[src/rtl/agc_gain_ctrl_pkg.sv]
// Shared definitions for the AGC gain controller: FSM state encoding and the
// signed width used for the gain + error update arithmetic.
package agc_gain_ctrl_pkg;

    typedef enum logic [2:0] {
        ST_IDLE   = 3'd0,
        ST_SETTLE = 3'd1,
        ST_MEAS   = 3'd2,
        ST_CALC   = 3'd3,
        ST_UPDATE = 3'd4
    } agc_state_t;

    // Two guard bits above the wider of the gain and the signed error keep the sum exact.
    function automatic int calc_width(input int gain_width, input int pow_width);
        return ((gain_width > pow_width + 1) ? gain_width : pow_width + 1) + 2;
    endfunction

endpackage

[src/rtl/agc_gain_ctrl_step_sat.sv]
// Combinational gain step: gain + (err >>> STEP_SHIFT), clamped to [GAIN_MIN, GAIN_MAX].
module agc_gain_ctrl_step_sat
    import agc_gain_ctrl_pkg::*;
#(
    parameter int GAIN_WIDTH = 16,
    parameter int POW_WIDTH  = 16,
    parameter int STEP_SHIFT = 6,
    parameter int GAIN_MIN   = 16,
    parameter int GAIN_MAX   = 65535
) (
    input  logic [GAIN_WIDTH-1:0]    gain,
    input  logic signed [POW_WIDTH:0] err,
    output logic [GAIN_WIDTH-1:0]    gain_next
);

    localparam int W = calc_width(GAIN_WIDTH, POW_WIDTH);
    localparam logic signed [W-1:0] MIN_W = W'(GAIN_MIN);
    localparam logic signed [W-1:0] MAX_W = W'(GAIN_MAX);

    logic signed [W-1:0] err_wide;
    logic signed [W-1:0] err_step;
    logic signed [W-1:0] gain_wide;
    logic signed [W-1:0] sum;

    assign err_wide  = {{(W-POW_WIDTH-1){err[POW_WIDTH]}}, err};
    assign err_step  = err_wide >>> STEP_SHIFT;
    assign gain_wide = {{(W-GAIN_WIDTH){1'b0}}, gain};
    assign sum       = gain_wide + err_step;

    always_comb begin
        gain_next = sum[GAIN_WIDTH-1:0];
        if (sum < MIN_W) begin
            gain_next = GAIN_WIDTH'(GAIN_MIN);
        end else if (sum > MAX_W) begin
            gain_next = GAIN_WIDTH'(GAIN_MAX);
        end
    end

endmodule

[src/rtl/agc_gain_ctrl.sv]
// Closed-loop AGC gain controller: measures averaged power against a reference,
// steps the gain word, then discards samples while the measurement pipeline settles.
module agc_gain_ctrl
    import agc_gain_ctrl_pkg::*;
#(
    parameter int POW_WIDTH      = 16,
    parameter int GAIN_WIDTH     = 16,
    parameter int GAIN_POINT     = 12,
    parameter int GAIN_INIT      = 1 << GAIN_POINT,
    parameter int GAIN_MIN       = 16,
    parameter int GAIN_MAX       = 65535,
    parameter int STEP_SHIFT     = 6,
    parameter int SETTLE_SAMPLES = 16,
    parameter int LOCK_COUNT     = 4
) (
    input  logic                  clk,
    input  logic                  rst,
    input  logic                  en,
    input  logic [POW_WIDTH-1:0]  pow,
    input  logic                  pow_valid,
    input  logic [POW_WIDTH-1:0]  ref_pow,
    input  logic [POW_WIDTH-1:0]  tol,
    output logic [GAIN_WIDTH-1:0] gain,
    output logic                  gain_valid,
    output logic                  locked
);

    localparam int SC_W = $clog2(SETTLE_SAMPLES + 1);
    localparam int LC_W = $clog2(LOCK_COUNT + 1);

    agc_state_t               state_reg, state_next;
    logic [SC_W-1:0]          settle_cnt_reg, settle_cnt_next;
    logic [LC_W-1:0]          lock_cnt_reg, lock_cnt_next;
    logic signed [POW_WIDTH:0] err_reg, err_next;
    logic [POW_WIDTH-1:0]     tol_reg, tol_next;
    logic [GAIN_WIDTH-1:0]    target_reg, target_next;
    logic [GAIN_WIDTH-1:0]    gain_reg, gain_next;
    logic                     gain_valid_reg, gain_valid_next;
    logic                     locked_reg, locked_next;

    logic [GAIN_WIDTH-1:0]    step_gain;
    logic [POW_WIDTH:0]       err_mag;
    logic                     in_band;

    agc_gain_ctrl_step_sat #(
        .GAIN_WIDTH (GAIN_WIDTH),
        .POW_WIDTH  (POW_WIDTH),
        .STEP_SHIFT (STEP_SHIFT),
        .GAIN_MIN   (GAIN_MIN),
        .GAIN_MAX   (GAIN_MAX)
    ) u_step_sat (
        .gain      (gain_reg),
        .err       (err_reg),
        .gain_next (step_gain)
    );

    // One extra magnitude bit so that err = -2^POW_WIDTH negates without overflow.
    assign err_mag = err_reg[POW_WIDTH] ? $unsigned(-err_reg) : $unsigned(err_reg);
    assign in_band = (err_mag <= {1'b0, tol_reg});

    always_comb begin
        state_next      = state_reg;
        settle_cnt_next = settle_cnt_reg;
        lock_cnt_next   = lock_cnt_reg;
        err_next        = err_reg;
        tol_next        = tol_reg;
        target_next     = target_reg;
        gain_next       = gain_reg;
        gain_valid_next = 1'b0;
        locked_next     = locked_reg;

        if (!en) begin
            state_next      = ST_IDLE;
            settle_cnt_next = '0;
            lock_cnt_next   = '0;
            locked_next     = 1'b0;
        end else begin
            case (state_reg)
                ST_IDLE: begin
                    state_next      = ST_SETTLE;
                    settle_cnt_next = '0;
                end
                ST_SETTLE: begin
                    if (pow_valid) begin
                        if (settle_cnt_reg == SC_W'(SETTLE_SAMPLES - 1)) begin
                            settle_cnt_next = '0;
                            state_next      = ST_MEAS;
                        end else begin
                            settle_cnt_next = settle_cnt_reg + SC_W'(1);
                        end
                    end
                end
                ST_MEAS: begin
                    if (pow_valid) begin
                        err_next   = $signed({1'b0, ref_pow}) - $signed({1'b0, pow});
                        tol_next   = tol;
                        state_next = ST_CALC;
                    end
                end
                ST_CALC: begin
                    if (in_band) begin
                        if (lock_cnt_reg != LC_W'(LOCK_COUNT)) begin
                            lock_cnt_next = lock_cnt_reg + LC_W'(1);
                        end
                        if (lock_cnt_reg >= LC_W'(LOCK_COUNT - 1)) begin
                            locked_next = 1'b1;
                        end
                        state_next = ST_MEAS;
                    end else begin
                        lock_cnt_next = '0;
                        locked_next   = 1'b0;
                        target_next   = step_gain;
                        state_next    = ST_UPDATE;
                    end
                end
                ST_UPDATE: begin
                    gain_next = target_reg;
                    // A clamped, unchanged gain needs no settling: measure again immediately.
                    if (target_reg != gain_reg) begin
                        gain_valid_next = 1'b1;
                        settle_cnt_next = '0;
                        state_next      = ST_SETTLE;
                    end else begin
                        state_next = ST_MEAS;
                    end
                end
                default: begin
                    state_next = ST_IDLE;
                end
            endcase
        end
    end

    always_ff @(posedge clk) begin
        if (!rst) begin
            state_reg      <= ST_IDLE;
            settle_cnt_reg <= '0;
            lock_cnt_reg   <= '0;
            err_reg        <= '0;
            tol_reg        <= '0;
            target_reg     <= GAIN_WIDTH'(GAIN_INIT);
            gain_reg       <= GAIN_WIDTH'(GAIN_INIT);
            gain_valid_reg <= 1'b0;
            locked_reg     <= 1'b0;
        end else begin
            state_reg      <= state_next;
            settle_cnt_reg <= settle_cnt_next;
            lock_cnt_reg   <= lock_cnt_next;
            err_reg        <= err_next;
            tol_reg        <= tol_next;
            target_reg     <= target_next;
            gain_reg       <= gain_next;
            gain_valid_reg <= gain_valid_next;
            locked_reg     <= locked_next;
        end
    end

    assign gain       = gain_reg;
    assign gain_valid = gain_valid_reg;
    assign locked     = locked_reg;

endmodule

[config.mk]
export PLATFORM = sky130hd
export DESIGN_NAME = agc_gain_ctrl
export DESIGN_NICKNAME = d
export VERILOG_FILES = /design/src/rtl/agc_gain_ctrl_pkg.sv /design/src/rtl/agc_gain_ctrl_step_sat.sv /design/src/rtl/agc_gain_ctrl.sv
export SDC_FILE = /design/constraint.sdc
export NUM_CORES = 1
export LEC_CHECK = 0
export ABC_AREA = 1
export CAP_MARGIN = 20
export CORE_MARGIN = 5
export CORE_UTILIZATION = 58
export DETAILED_ROUTE_END_ITERATION = 6
export PLACE_DENSITY = 0.86
export SYNTH_ARGS = -nofsm -noshare
export SYNTH_HDL_FRONTEND = slang
export SYNTH_SLANG_ARGS = --single-unit
[constraint.sdc]
create_clock -name clk -period 3.1 [get_ports clk]
set_input_delay 0.93 -clock clk [delete_from_list [all_inputs] [get_ports clk]]
set_output_delay 0.93 -clock clk [all_outputs]
set_load 0.005 [all_outputs]
==> metrics.txt <==
count leader, synth=nand2_1; via count=~6100; CTS sink cnt=78; Post-synth top cells=197 x nand2_1, 168 x inv_1, 93 x a21oi_1; routability cong.=0.886; Clock transition at path regs=0.08 ns; Vias/cell=5.22; slew margin rel.=0.563; core area=0.0103 mm^2; fin nets=1136; Pre-antenna DRT Iters=6; Post-Syn Instances=941; Cell variety after synth=42; H-tree levels=3; cts hold-fix bufs=0; chip height=113 um; routed wl met2=6850 um; CTS buffer count=9; largest cells by area after synthesis=dfxtp_1 25%, nand2_1 12%, ha_1 11%, inv_1 10%, a21oi_1 7.6%; Setup crit start kind=flop; max reg flops=17; Synth area leader=dfxtp_1; cell row count=37; CTS tree=done; clk_skew=slightly above 0.007 ns; critical setup path kind=flop to flop; gr ovfl total=0; Synth Register Bits=slightly below 80; Peak supply drop=around 0.21 mV; Worst Tran Pin Value=0.651 ns; Longest Clk Path Bufs=2; RSZ-0062 raised after global routing=true; num ports=70; Synthesized Nets=between 1000 and 1500; met3 routed WL=930 um; leak pwr=3.80 nW; slack of the critical path=0.0137 ns; final hold slack=~0.46 ns; IO Port Bufs=69; DRC violations left=0; Metal-1 WL=~6500 um; Synth-to-Final Area Change=21.0%; antenna cells=0; crit path DAT=3.33 ns; All-Layer GR Usage=0.218; initial antenna violation count=0; status=completed; delay-heaviest family, CP=simple AND/OR/NAND/NOR gates; Worst-Skew Late Latency=about 0.36 ns; final number of hold-violating endpoints=0; Top Metal Used=met4; clock root buffer=clkbuf_8; Power per Cell Area=292 mW/mm^2; Period Utilization, post-route=0.996; Routed Antenna Nets=0; share of layout cells above drive strength 1=0.119; Worst path slowest cell=dfxtp_4; Ys Warns=0; wire per inst=12.4 um; critical-path cell list=inv_4 -> ha_4 -> nand3_4 -> nor2_4 -> nand2_2 -> o31ai_4 -> o21ai_2 -> xor2_1 -> ha_1 -> nand2_1 -> inv_1 -> nand3_2 -> nor2_4 -> nand3_1 -> nand3_2 -> nand4_4 -> buf_12 -> nand2_1 -> inv_1 -> nor2_1 -> nor2_1; minimum clock period=approximately 3 ns; vias in the first global route=around 5500; Top FF cell, synth=dfxtp_1; drt total wl=14500 um; largest net degree at the start of global routing=57; sequential area share after synthesis=0.254; cell area after synthesis=between 0.006 and 0.007 mm^2; DP Wirelength=11000 um; die width=roughly 110 um; max cap viols=0; worst path required time=3.34 ns; CP bufs+invs=4; CP endpoint kind=flop; first-pass GRT wire length=~23000 um; Synth top area share=0.254; Starting Density=0.597; Max Clk Rate=about 320 MHz; Max Slew Vio Count=0; final setup violation count=0; setup TNS=0 ns; EDFF count, synth=0; die area=0.0128 mm^2; slowest stage delay, CP=0.37 ns; min-delay worst type=flop to flop; Syn Area/Cell=6.55 um^2; peak fanout along the critical path=10; Async SR Flop Fraction=0; First DRT Iteration DRCs=565; pre-CTS WS=-0.151 ns
## final timing paths
check	cells past startpoint	startpoint	endpoint	slack, ns
worst min register to register	2	tol_reg[8]	tol_reg[8]	0.46
worst max register to register	21	err_reg[1]	target_reg[10]	0.01
worst min-delay path	2	tol_reg[8]	tol_reg[8]	0.46
worst max-delay path	21	err_reg[1]	target_reg[10]	0.01
## worst reg2reg max path: stages (launching register included)
cell and delay, ns:
dfxtp_4 0.37, inv_4 0.06, ha_4 0.15, nand3_4 0.09
nor2_4 0.11, nand2_2 0.08, o31ai_4 0.24, o21ai_2 0.10
xor2_1 0.17, ha_1 0.36, nand2_1 0.06, inv_1 0.06
nand3_2 0.10, nor2_4 0.10, nand3_1 0.10, nand3_2 0.14
nand4_4 0.18, buf_12 0.21, nand2_1 0.05, inv_1 0.04
nor2_1 0.12, nor2_1 0.05
## through the flow
stage          cell area, um^2  total power [mW]  cells  utilization
5_1_grt                   7450              2.27   1169        0.722
2_1_floorplan             6160              1.28    941            -
4_1_cts                   7300              2.15   1163        0.707
3_3_place_gp              7090              1.41   1147        0.687
3_5_place_dp              7090              1.42   1147        0.687
6_report                  7450              2.18   1169        0.722
## cell usage in the layout (no fill, tap or decap), types with 12 or more instances in the layout
| cell | count |
|---|---|
| o21ai_0 | 54 |
| nand3_2 | 19 |
| clkdlybuf4s50_1 | 69 |
| nand3_1 | 30 |
| clkbuf_8 | 12 |
| buf_4 | 29 |
| dfxtp_1 | 76 |
| nor2_1 | 89 |
| a21oi_1 | 92 |
| nand2_1 | 195 |
| nand2_2 | 21 |
| xor2_1 | 34 |
| inv_1 | 165 |
| ha_1 | 53 |
## final cells by class
type                    instances  area, um^2
clock buffers                  12         165
clock inverters                 4        28.8
fillers                       846        2870
inverters                     173         654
multi-input cells             666        3930
flip-flops and latches         78        1570
well taps                     136         170
repair buffers                100         940
## logic make-up after synthesis
group,Yosys count,share of synthesized area
compound gates,171,0.148
xor+xnor,41,0.0583
fa+ha+maj,56,0.116
buf+inv,197,0.127
flops,78,0.254
simple gates,398,0.297
## per-layer routing
layer | global-route usage | vias up
li1 | - | 3184
met1 | 0.280 | 2709
met2 | 0.370 | 187
met3 | 0.0385 | 27
met4 | 0.0713 | 0
met5 | 0 | -
## report_power, final
group | leakage [nW] | total [mW] | internal [mW] | switching [mW]
clock | 0.0950 | 0.749 | 0.358 | 0.391
combinational | 3.08 | 0.411 | 0.199 | 0.212
sequential | 0.630 | 1.02 | 1.01 | 0.00709
## what timing repair did
| action | CTS | global route |
|---|---|---|
| resized for setup | 5 | 26 |
| endpoints found under the setup margin | 14 | 22 |
| pin swaps | 0 | 7 |
| setup buffers | 0 | 6 |
Note: power is estimated with default switching activity, not from simulation.
